File: config.mk
export PLATFORM = sky130hd
export DESIGN_NAME = fifo_rd_stream
export DESIGN_NICKNAME = d
export VERILOG_FILES = /design/src/rtl/fifo_rd_stream_pkg.sv /design/src/rtl/fifo_rd_skid_buf.sv /design/src/rtl/fifo_rd_stream.sv
export SDC_FILE = /design/constraint.sdc
export NUM_CORES = 1
export LEC_CHECK = 0
export ABC_AREA = 1
export CORE_UTILIZATION = 55
export CTS_CLUSTER_SIZE = 12
export DETAILED_ROUTE_END_ITERATION = 10
export PLACE_DENSITY = 0.8
export SYNTH_ARGS = -nofsm -noshare
export SYNTH_HDL_FRONTEND = slang
export SYNTH_SLANG_ARGS = --single-unit
File: constraint.sdc
create_clock -name clk_i -period 5.5 [get_ports clk_i]
set_input_delay 0.825 -clock clk_i [delete_from_list [all_inputs] [get_ports clk_i]]
set_output_delay 0.825 -clock clk_i [all_outputs]
set_load 0.01 [all_outputs]
File: src/rtl/fifo_rd_stream_pkg.sv
// Shared types and sizing helpers for the FIFO read-side drain engine.
package fifo_rd_stream_pkg;

    typedef enum logic {
        RUN   = 1'b0,
        FLUSH = 1'b1
    } state_e;

    // Skid buffer holds RD_LAT words in flight plus two so the pop rule sustains 1 word/clk.
    function automatic int unsigned buf_depth(input int unsigned rd_lat);
        return rd_lat + 2;
    endfunction

    localparam int unsigned RD_LAT_MAX    = 2;
    localparam int unsigned BUF_DEPTH_MAX = buf_depth(RD_LAT_MAX);
    localparam int unsigned PTR_W         = $clog2(BUF_DEPTH_MAX);
    localparam int unsigned OCC_W         = $clog2(BUF_DEPTH_MAX + RD_LAT_MAX + 1);

endpackage

File: src/rtl/fifo_rd_skid_buf.sv
// Small circular buffer absorbing FIFO read latency; head/tail wrap modulo DEPTH,
// occupancy tracked separately so full and empty are distinguishable.
module fifo_rd_skid_buf
    import fifo_rd_stream_pkg::*;
#(
    parameter int unsigned WIDTH = 16,
    parameter int unsigned DEPTH = 3
) (
    input  logic             clk_i,
    input  logic             rst_i,
    input  logic             clr_i,
    input  logic             push_i,
    input  logic [WIDTH-1:0] wdata_i,
    input  logic             pop_i,
    output logic [WIDTH-1:0] rdata_o,
    output logic [OCC_W-1:0] count_o
);

    logic [WIDTH-1:0] mem_q [DEPTH];
    logic [PTR_W-1:0] head_q;
    logic [PTR_W-1:0] tail_q;
    logic [OCC_W-1:0] count_q;

    function automatic logic [PTR_W-1:0] wrap_inc(input logic [PTR_W-1:0] p);
        return (p == PTR_W'(DEPTH - 1)) ? '0 : p + PTR_W'(1);
    endfunction

    always_ff @(posedge clk_i) begin
        if (rst_i) begin
            head_q  <= '0;
            tail_q  <= '0;
            count_q <= '0;
            for (int unsigned i = 0; i < DEPTH; i++) begin
                mem_q[i] <= '0;
            end
        end else if (clr_i) begin
            // Clearing only rewinds bookkeeping; stale data is unreachable once count is 0.
            head_q  <= '0;
            tail_q  <= '0;
            count_q <= '0;
        end else begin
            if (push_i) begin
                mem_q[tail_q] <= wdata_i;
                tail_q        <= wrap_inc(tail_q);
            end
            if (pop_i) begin
                head_q <= wrap_inc(head_q);
            end
            case ({push_i, pop_i})
                2'b10:   count_q <= count_q + OCC_W'(1);
                2'b01:   count_q <= count_q - OCC_W'(1);
                default: count_q <= count_q;
            endcase
        end
    end

    assign rdata_o = mem_q[head_q];
    assign count_o = count_q;

endmodule

File: src/rtl/fifo_rd_stream.sv
// Reader-domain drain engine: pops a dual-clock FIFO into a valid/ready stream and
// supports a discard flush. Define FIFO_RD_STREAM_STATS_EN for transfer/stall/starve counters.
module fifo_rd_stream
    import fifo_rd_stream_pkg::*;
#(
    parameter int unsigned WIDTH  = 16,
    parameter int unsigned RD_LAT = 1,
    parameter int unsigned CNT_W  = 32
) (
    input  logic             clk_i,
    input  logic             rst_i,
    output logic             fifo_rd_en_o,
    input  logic [WIDTH-1:0] fifo_rdata_i,
    input  logic             fifo_empty_i,
    input  logic             fifo_underflow_i,
    output logic             m_valid_o,
    output logic [WIDTH-1:0] m_data_o,
    input  logic             m_ready_i,
    input  logic             flush_i,
    output logic             busy_o,
    output logic             flush_done_o,
    output logic [CNT_W-1:0] drop_cnt_o,
    output logic             err_o
`ifdef FIFO_RD_STREAM_STATS_EN
    ,
    output logic [CNT_W-1:0] stat_words_o,
    output logic [CNT_W-1:0] stat_stall_o,
    output logic [CNT_W-1:0] stat_starve_o
`endif
);

    localparam int unsigned BUF_DEPTH = buf_depth(RD_LAT);

    state_e            state_q;
    logic [RD_LAT-1:0] vld_q;
    logic [OCC_W-1:0]  count;
    logic [OCC_W-1:0]  inflight_c;
    logic [OCC_W-1:0]  entry_drop_c;
    logic              arrive_c;
    logic              xfer_c;
    logic              flush_go_c;
    logic              push_c;

    // Returns still travelling through the FIFO read pipeline.
    always_comb begin
        inflight_c = '0;
        for (int unsigned i = 0; i < RD_LAT; i++) begin
            inflight_c = inflight_c + OCC_W'(vld_q[i]);
        end
    end

    assign arrive_c   = vld_q[RD_LAT-1];
    assign flush_go_c = (state_q == RUN) && flush_i;
    assign push_c     = arrive_c && (state_q == RUN) && !flush_go_c;
    assign xfer_c     = m_valid_o && m_ready_i;

    // Pop only when every popped word is guaranteed a buffer slot; no path from m_ready_i.
    assign fifo_rd_en_o = !rst_i && !fifo_empty_i && ((count + inflight_c) < OCC_W'(BUF_DEPTH));

    assign m_valid_o = (count != '0) && (state_q == RUN);
    assign busy_o    = (state_q == FLUSH) || (count != '0) || (inflight_c != '0);

    // Words thrown away at flush entry: what stays buffered plus a word landing this cycle.
    assign entry_drop_c = count - OCC_W'(xfer_c) + OCC_W'(arrive_c);

    fifo_rd_skid_buf #(
        .WIDTH (WIDTH),
        .DEPTH (BUF_DEPTH)
    ) u_buf (
        .clk_i   (clk_i),
        .rst_i   (rst_i),
        .clr_i   (flush_go_c),
        .push_i  (push_c),
        .wdata_i (fifo_rdata_i),
        .pop_i   (xfer_c),
        .rdata_o (m_data_o),
        .count_o (count)
    );

    always_ff @(posedge clk_i) begin
        if (rst_i) begin
            state_q      <= RUN;
            vld_q        <= '0;
            drop_cnt_o   <= '0;
            flush_done_o <= 1'b0;
            err_o        <= 1'b0;
        end else begin
            vld_q        <= (vld_q << 1) | RD_LAT'(fifo_rd_en_o);
            err_o        <= err_o | fifo_underflow_i;
            flush_done_o <= 1'b0;
            case (state_q)
                RUN: begin
                    if (flush_i) begin
                        state_q    <= FLUSH;
                        drop_cnt_o <= CNT_W'(entry_drop_c);
                    end
                end
                FLUSH: begin
                    if (arrive_c && (drop_cnt_o != '1)) begin
                        drop_cnt_o <= drop_cnt_o + CNT_W'(1);
                    end
                    // Empty already reflects every earlier pop, so nothing more can arrive.
                    if (fifo_empty_i && (inflight_c == '0)) begin
                        state_q      <= RUN;
                        flush_done_o <= 1'b1;
                    end
                end
                default: state_q <= RUN;
            endcase
        end
    end

`ifdef FIFO_RD_STREAM_STATS_EN
    // Free-running wrap-around counters, restarted by reset and each completed flush.
    always_ff @(posedge clk_i) begin
        if (rst_i || flush_done_o) begin
            stat_words_o  <= '0;
            stat_stall_o  <= '0;
            stat_starve_o <= '0;
        end else begin
            if (xfer_c) begin
                stat_words_o <= stat_words_o + CNT_W'(1);
            end
            if (m_valid_o && !m_ready_i) begin
                stat_stall_o <= stat_stall_o + CNT_W'(1);
            end
            if ((state_q == RUN) && (count == '0) && m_ready_i) begin
                stat_starve_o <= stat_starve_o + CNT_W'(1);
            end
        end
    end
`else
    // Statistics counters are not built in this configuration.
`endif

endmodule

==> out/metrics.yaml, run 1 <==
ctsResizeCount: 0
fin_setup_tns_ns: 0
crit_type: "in2out"
dr.pass1.iters: 5
hpwlAfterDp_um: 9100
vdd_drop_max_mv: 0.120
yosysSeqAreaShare_pct: 52.3
dr.first_iter.drc_count: 301
hold_buffers: 0
start_util_pct: 57.6
layout-drive-gt1-share_pct: 4.67
cp_common_cell: "clkdlybuf4s50_1"
remaining_drc_errors: 0
vias: 4659
detail_route.wirelength_um: 13100
maxSlewViolCount: 0
powerDensity_nw_per_um2: 234
via_per_inst: 5.44
hold_violations: 0
ios: 75
totalPowerFinal_w: 0.00150
synth_top_area_share_pct: 35.6
syn_area_sq_um: 5390
cts_inserted_buffers: 9
maxCapViolCount: 0
path_max_fanout: 15
tightest_slew_ns: 1.04
hold_depth: 2
numPortBuffers: 74
slowest_stage: "clkdlybuf4s50_1"
crit_path_end_kind: "output port"
synth_flop_cell: "edfxtp_1"
grt_util_all_layers_pct: 27.3
outcome: "finished, final reports clean"
seq_area_sq_um: 2820
design_area_sq_um: 6390
ys_types: 37
critPathLaunchType: "primary input"
path_clk_slew_ns: 0.11
async_flop_share_pct: 0
grt_max_degree: 34
reg2regPathDepth: 5
clock_skew_ns: 0.0151
cts_setup_buffers: 0
die-width_um: 101
area_delta_synth_final_pct: 18.6
leakagePower_nw: 2.37
grt_overflow_total: 0
place_congestion: 0.934
antenna_found_initial: 0
syn_inst: 656
coreArea_sq_um: 9370
worstPathCellList: "clkdlybuf4s50_1, inv_1, o211ai_1, a221oi_1, clkdlybuf4s50_1"
max_slew_margin_pct: 30.3
clock-sinks: 109
fin_crit_sh_pct: 72.9
syn_nets: 685
die_y_um: 101
path_buf_inv: 3
final_nets: 752
top_layer: "met4"
root_buffer: "clkbuf_8"
synthTopCellsByArea: "edfxtp_1 (36%), dfxtp_1 (17%), nor2_1 (10%), nand2_1 (9.7%), o21ai_0 (4.5%)"
postRouteAntennaNets: 0
period_needed_ns: 4.01
post_drt_wl_per_cell_um: 15.2
setup_viol: 0
rsz0062_at_grt: "false"
cp.arrival_ns: 3.18
hold_class: "reg2reg"
yosysWarningCount: 0
dieArea_sq_um: 10200
htree_levels: 3
synth_edf_count: 64
tritoncts: "done"
multiInputGateArea_sq_um: 2240
path_depth: 5
first_global_vias: 4520
fmax_mhz: 249
wl_met2_um: 6420
synth_top_cell_by_area: "edfxtp_1"
met3_length_um: 878
insertion_delay_ns: 0.37
max_stage_delay_ns: 0.72
fillers: 784
n_antenna_cell: 0
m1WireLength_um: 5400
crit_family: "buffers and inverters"
num_rows: 35
required_ns: 4.68
dpl_cell_area_sq_um: 6210
grt_pass1_wl_um: 21400
cts_buffer_depth: 2
synth_seq_cells: 109
syn_avg_cell_area_sq_um: 8.22
## layout by cell type, fill, tap and decap left out, types with 5 or more instances in the layout
cell type,Yosys,layout
clkdlybuf4s50_1,0,74
o21ai_0,49,49
xnor2_1,8,8
dfxtp_1,45,45
o21ai_1,7,7
xor2_1,11,11
a21oi_1,18,18
edfxtp_1,64,64
clkbuf_8,0,9
nand2_1,139,139
o22ai_1,16,16
nor2_1,148,148
nand3_1,33,33
inv_1,60,60
ha_1,5,5
## cell usage after synthesis, drive strengths merged (8+ instances only)
library cell    n
edfxtp         64
o21ai          56
xnor2           8
nand2         146
nor2          153
clkbuf         14
nand3          34
a21oi          18
dfxtp          45
o22ai          16
xor2           11
inv            61
## layer usage
metal,vias up,GRT usage (%)
met3,32,5.20
met1,2150,33.8
met4,0,11.6
met5,-,0
met2,191,46.8
li1,2286,-
## sequential cells by signal, summed over array words and instances, names as in the netlist, named ones only
signal	flops
drop_cnt_o	32
u_buf.tail_q	2
u_buf.head_q	2
u_buf.mem_q	64
err_o	1
state_q	1
flush_done_o	1
u_buf.count_o	3
arrive_c	1
## through the flow
step                setup slack [ns]  cells  utilization, %  hold slack (ns)
finish                          1.49    857            68.2            0.479
global route                    1.35    857            68.2            0.516
global placement                1.69    841            66.3            0.452
detailed placement              1.55    841            66.3            0.458
CTS                             1.54    857            68.2            0.481
floorplan                       2.40    656               -            0.444
## power by group
part	internal [W]	leakage (nW)	switching [W]
combinational	0.0000595	1.27	0.0000754
clock	0.000171	0.0869	0.000290
sequential	0.000884	1.01	0.0000191
total	0.00111	2.37	0.000384
## worst register-to-register path, cell delays in order, from the launching register on
cell and delay, ns:
dfxtp_1 0.52, nor3_1 0.26, inv_1 0.15, nor2_1 0.21
nand3_1 0.57, nand2_1 0.79
## layout make-up
class	count	area share, %
clock buffer	9	1.94
timing repair buffer	75	11.7
multi-input combinational	465	35.0
tap	129	2.52
inverter	63	3.78
clock inverter	7	0.920
sequential	109	44.1
## logic make-up (layout without fill, tap and decap cells)
kind of cell | Yosys count | in the layout | share of synthesized area [%]
buf+inv | 82 | 154 | 6.29
xor+xnor | 19 | 19 | 3.09
fa+ha+maj | 7 | 7 | 1.90
simple gates | 345 | 345 | 27.1
compound gates | 94 | 94 | 9.33
flops | 109 | 109 | 52.3
## final timing paths
kind / to / from / slack (ns)
min: err_o$_SDFF_PP0_ / err_o$_SDFF_PP0_ / 0.48
min reg2reg: err_o$_SDFF_PP0_ / err_o$_SDFF_PP0_ / 0.48
max: fifo_rd_en_o / rst_i / 1.49
max reg2reg: u_buf.mem_q[2][13]$_SDFFCE_PN0P_ / state_q$_SDFF_PP0_ / 2.63
Note: power is estimated with default switching activity, not from simulation.
==> run 2, diff against run 1 <==
--- a/config.mk
+++ b/config.mk
@@ -6,10 +6,10 @@
 export NUM_CORES = 1
 export LEC_CHECK = 0
 export ABC_AREA = 1
-export CORE_UTILIZATION = 55
+export CORE_UTILIZATION = 50
 export CTS_CLUSTER_SIZE = 12
 export DETAILED_ROUTE_END_ITERATION = 10
-export PLACE_DENSITY = 0.8
+export PLACE_DENSITY = 0.77
 export SYNTH_ARGS = -nofsm -noshare
 export SYNTH_HDL_FRONTEND = slang
 export SYNTH_SLANG_ARGS = --single-unit
==> constraint.sdc (replaced) <==
create_clock -name clk_i -period 3.3 [get_ports clk_i]
set_input_delay 0.495 -clock clk_i [delete_from_list [all_inputs] [get_ports clk_i]]
set_output_delay 0.495 -clock clk_i [all_outputs]
set_load 0.01 [all_outputs]
==> run 2 against run 1 <==
Sequential power grew 66%. Die area grew 9.8%. Highest routed layer unchanged. Register-to-register slack lost 1.7 ns. First-iteration DRC count shrank 4.7%.
==> out/metrics.yaml, run 2 (synthesized netlist as in run 1, its figures left out) <==
outcome: "finished, final reports clean"
largest_reg_flops: 64  # unchanged
num_rows: 37  # +5.7%
fmax_mhz: 354
via_per_inst: 5.33  # -2.0%
pre_cts_ws_ns: 0.823  # -0.726 ns
cts_inserted_buffers: 9  # unchanged
maxSlewViolCount: 0  # unchanged
grt_pass1_wl_um: 21000  # -1.7%
layout-drive-gt1-share_pct: 5.46  # +0.79 points
detail_route.wirelength_um: 12800  # -2.0%
max_slew_margin_pct: 48.7  # +18 points
critPathLaunchType: "flop"
layout_setup_ws_ns: 0.477  # -1.01 ns
numPortBuffers: 74  # unchanged
cp.arrival_ns: 2.33  # -0.85 ns
path_clk_slew_ns: 0.12  # about the same
vias: 4629  # -0.64%
cts_setup_buffers: 0  # unchanged
first_global_vias: 4503  # -0.38%
ios: 75  # unchanged
final_common_cell: "nor2_1"
fin_setup_tns_ns: 0  # unchanged
vdd_drop_max_mv: 0.242  # +100%
period_needed_ns: 2.82
fin_crit_sh_pct: 85.5
postRouteAntennaNets: 0  # unchanged
leakagePower_nw: 2.41  # +2.0%
maxCapViolCount: 0  # unchanged
htree_levels: 3  # unchanged
grt_overflow_total: 0  # unchanged
tightest_slew_ns: 0.767  # -0.277 ns
hold_violations: 0  # unchanged
start_util_pct: 52.0  # -5.5 points
crit_path_end_kind: "output port"
insertion_delay_ns: 0.37  # about the same
ctsResizeCount: 0  # unchanged
rsz0062_at_grt: "false"
crit_type: "reg2out"
dr.pass1.iters: 5  # unchanged
path_max_fanout: 17  # +2
layout_common_cells: "nor2_1 (148), nand2_1 (139), clkdlybuf4s50_1 (74)"
antenna_found_initial: 0  # unchanged
die_y_um: 106  # +4.8%
grt_max_degree: 34  # unchanged
largest-register: "u_buf.mem_q"
place_congestion: 0.902  # -3.4%
final_nets: 757  # +0.66%
n_antenna_cell: 0  # unchanged
post_drt_wl_per_cell_um: 14.7  # -3.4%
grt_util_all_layers_pct: 23.9  # -3.5 points
remaining_drc_errors: 0  # unchanged
coreArea_sq_um: 10400  # +11%
hold_class: "reg2reg"
cts_buffer_depth: 2  # unchanged
die-width_um: 106  # +4.8%
required_ns: 2.80  # -1.88 ns
setup_viol: 0  # unchanged
tritoncts: "done"
powerDensity_nw_per_um2: 402  # +72%
root_buffer: "clkbuf_8"
hpwlAfterDp_um: 8920  # -2.0%
hold_buffers: 0  # unchanged
area_delta_synth_final_pct: 20.0
postLayoutCoreUtil_pct: 62.4  # -5.8 points
layoutNonFillerInstCount: 869  # +1.4%
clock_skew_ns: 0.0187  # +0.00361 ns
clock-sinks: 109  # unchanged
dp.cells: 853  # +1.4%
dr.first_iter.drc_count: 287  # -4.7%
dieArea_sq_um: 11200  # +9.8%
run 2: critical path, cell delays in order, from the launching register on:
cell             delay (ns)
dfxtp_1                0.52
inv_1                  0.47
o21ai_0                0.18
o22ai_1                0.21
clkdlybuf4s50_1        0.57
run 2: final timing paths:
check | startpoint | endpoint | slack [ns] | cells past startpoint
hold reg to reg | err_o$_SDFF_PP0_ | err_o$_SDFF_PP0_ | 0.48 | 2
hold / removal | err_o$_SDFF_PP0_ | err_o$_SDFF_PP0_ | 0.48 | 2
setup reg to reg | state_q$_SDFF_PP0_ | drop_cnt_o[1]$_SDFFE_PP0P_ | 0.96 | 11
setup / recovery | flop | m_data_o[15] | 0.48 | 4
run 2: report_power, final:
part	total, W	internal [W]	switching, W
Sequential	0.00150	0.00147	0.0000292
Combinational	0.000229	0.000101	0.000128
Clock	0.000871	0.000374	0.000497
Total	0.00260	0.00195	0.000654
run 2: per-layer routing:
| layer | GRT usage [%] | up-vias | part of all wire, % |
|---|---|---|---|
| met5 | 0 | - | 0 |
| met4 | 9.52 | 0 | 2.0 |
| met3 | 4.45 | 25 | 5.9 |
| met2 | 41.6 | 159 | 50 |
| met1 | 29.0 | 2159 | 42 |
| li1 | - | 2286 | - |
run 2: area by class of cell:
cell class / count / area, sq um
fill: 889 / 3890
sequential: 109 / 2820
clock buffer: 9 / 124
timing repair buffer: 80 / 786
clock inverter: 7 / 92.6
multi-input combinational: 465 / 2240
tap: 136 / 170
inverter: 63 / 241
run 2: metrics by stage:
stage | hold slack [ns] | instance area, sq um | total power [W]
global route | 0.542 | 6470 | 0.00270
finish | 0.481 | 6470 | 0.00260
floorplan | 0.444 | 5390 | 0.00165
CTS | 0.483 | 6470 | 0.00262
global placement | 0.449 | 6260 | 0.00175
detailed placement | 0.452 | 6260 | 0.00176
==> run 3, diff against run 2 <==
==> constraint.sdc (replaced) <==
create_clock -name clk_i -period 3.3 [get_ports clk_i]
set_input_delay 0.495 -clock clk_i [delete_from_list [all_inputs] [get_ports clk_i]]
set_output_delay 0.495 -clock clk_i [all_outputs]
set_load 0.005 [all_outputs]
==> run 3 against run 2 <==
Utilization unchanged. Clock-buffer cell count unchanged. Design area unchanged. Die area unchanged. Clock power about the same. Highest routed layer unchanged.
==> out/metrics.yaml, run 3 (synthesized netlist as in run 1, its figures left out) <==
outcome: "finished, final reports clean"
die_y_um: 106  # unchanged
hold_buffers: 0  # unchanged
htree_levels: 3  # unchanged
clock_skew_ns: 0.00949  # -0.00924 ns
largest-register: "u_buf.mem_q"
rsz0062_at_grt: "false"
ctsResizeCount: 0  # unchanged
crit_path_end_kind: "output port"
ios: 75  # unchanged
maxSlewViolCount: 0  # unchanged
required_ns: 2.80  # about the same
die-width_um: 106  # unchanged
totalPowerFinal_w: 0.00259  # -0.40%
fin_crit_sh_pct: 84.9  # -0.65 points
vias: 4703  # +1.6%
postLayoutCoreUtil_pct: 62.4  # unchanged
cp.arrival_ns: 2.31  # -0.02 ns
detail_route.wirelength_um: 12900  # +1.1%
insertion_delay_ns: 0.38  # about the same
grt_util_all_layers_pct: 24.4  # +0.51 points
numPortBuffers: 74  # unchanged
n_antenna_cell: 0  # unchanged
tightest_slew_ns: 0.793  # +0.0259 ns
post_drt_wl_per_cell_um: 14.9  # +1.1%
area_delta_synth_final_pct: 20.0  # unchanged
dr.first_iter.drc_count: 299  # +4.2%
root_buffer: "clkbuf_8"
powerDensity_nw_per_um2: 400  # -0.40%
period_needed_ns: 2.80  # -0.0215 ns
tritoncts: "done"
hold_violations: 0  # unchanged
antenna_found_initial: 0  # unchanged
num_rows: 37  # unchanged
dr.pass1.iters: 5  # unchanged
via_per_inst: 5.41  # +1.6%
final_nets: 757  # unchanged
layout-drive-gt1-share_pct: 5.46  # unchanged
path_clk_slew_ns: 0.11  # about the same
dpl_cell_area_sq_um: 6260  # unchanged
coreArea_sq_um: 10400  # unchanged
maxCapViolCount: 0  # unchanged
path_max_fanout: 17  # unchanged
cts_setup_buffers: 0  # unchanged
cts_inserted_buffers: 9  # unchanged
setup_viol: 0  # unchanged
critPathLaunchType: "flop"
dieArea_sq_um: 11200  # unchanged
postRouteAntennaNets: 0  # unchanged
fmax_mhz: 357  # +0.77%
largest_reg_flops: 64  # unchanged
leakagePower_nw: 2.41  # about the same
cts_buffer_depth: 2  # unchanged
design_area_sq_um: 6470  # unchanged
crit_type: "reg2out"
vdd_drop_max_mv: 0.216  # -11%
max_slew_margin_pct: 47.0  # -1.7 points
first_global_vias: 4561  # +1.3%
place_congestion: 0.922  # +2.3%
hpwlAfterDp_um: 9040  # +1.4%
grt_pass1_wl_um: 21500  # +2.1%
fin_setup_tns_ns: 0  # unchanged
remaining_drc_errors: 0  # unchanged
grt_overflow_total: 0  # unchanged
grt_max_degree: 33  # -2.9%
clock-sinks: 109  # unchanged
final_common_cell: "nor2_1"
start_util_pct: 52.0  # unchanged
layout_common_cells: "nor2_1 (148), nand2_1 (139), clkdlybuf4s50_1 (74)"
hold_class: "reg2reg"
[run 3: cell count changes in the layout (fill, tap and decap cells not counted), sizes merged]
cell    previous run  this run
inv               66        65
clkinv             3         4
[run 3: cell type report]
type | count | area, sq um
Inverter | 63 | 241
Clock inverter | 7 | 92.6
Clock buffer | 9 | 124
Sequential cell | 109 | 2820
Multi-Input combinational cell | 465 | 2240
Fill cell | 891 | 3890
Timing Repair Buffer | 80 | 786
Tap cell | 136 | 170
[run 3: final timing paths]
path                                    startpoint                    endpoint  slack [ns]  cells after the start
worst min-delay path              err_o$_SDFF_PP0_            err_o$_SDFF_PP0_        0.48                      2
worst max-delay path                          flop                 m_data_o[1]        0.50                      4
worst max register to register  state_q$_SDFF_PP0_  drop_cnt_o[1]$_SDFFE_PP0P_        1.00                     11
worst min register to register    err_o$_SDFF_PP0_            err_o$_SDFF_PP0_        0.48                      2
[run 3: metrics by stage]
step	std cells	setup WS [ns]	hold slack (ns)
after floorplan	656	0.531	0.444
final	869	0.498	0.479
after CTS	869	0.510	0.488
after detailed placement	853	0.843	0.464
after global routing	869	0.324	0.524
after global placement	853	0.891	0.450
[run 3: metal layers]
metal,vias up,share of wire (%),global-route usage [%]
li1,2279,-,-
met4,0,1.9,9.92
met3,23,5.9,3.90
met2,179,52,43.4
met1,2222,41,29.2
met5,-,0,0
[run 3: worst max-delay path: stages (launching register included)]
cell             delay, ns
dfxtp_1               0.51
inv_1                 0.47
o21ai_0               0.17
o22ai_1               0.22
clkdlybuf4s50_1       0.54
[run 3: where the power goes]
group / leakage, nW / internal [W] / switching, W
registers: 1.01 / 0.00147 / 0.0000290
clock network: 0.109 / 0.000373 / 0.000500
logic: 1.30 / 0.000100 / 0.000118
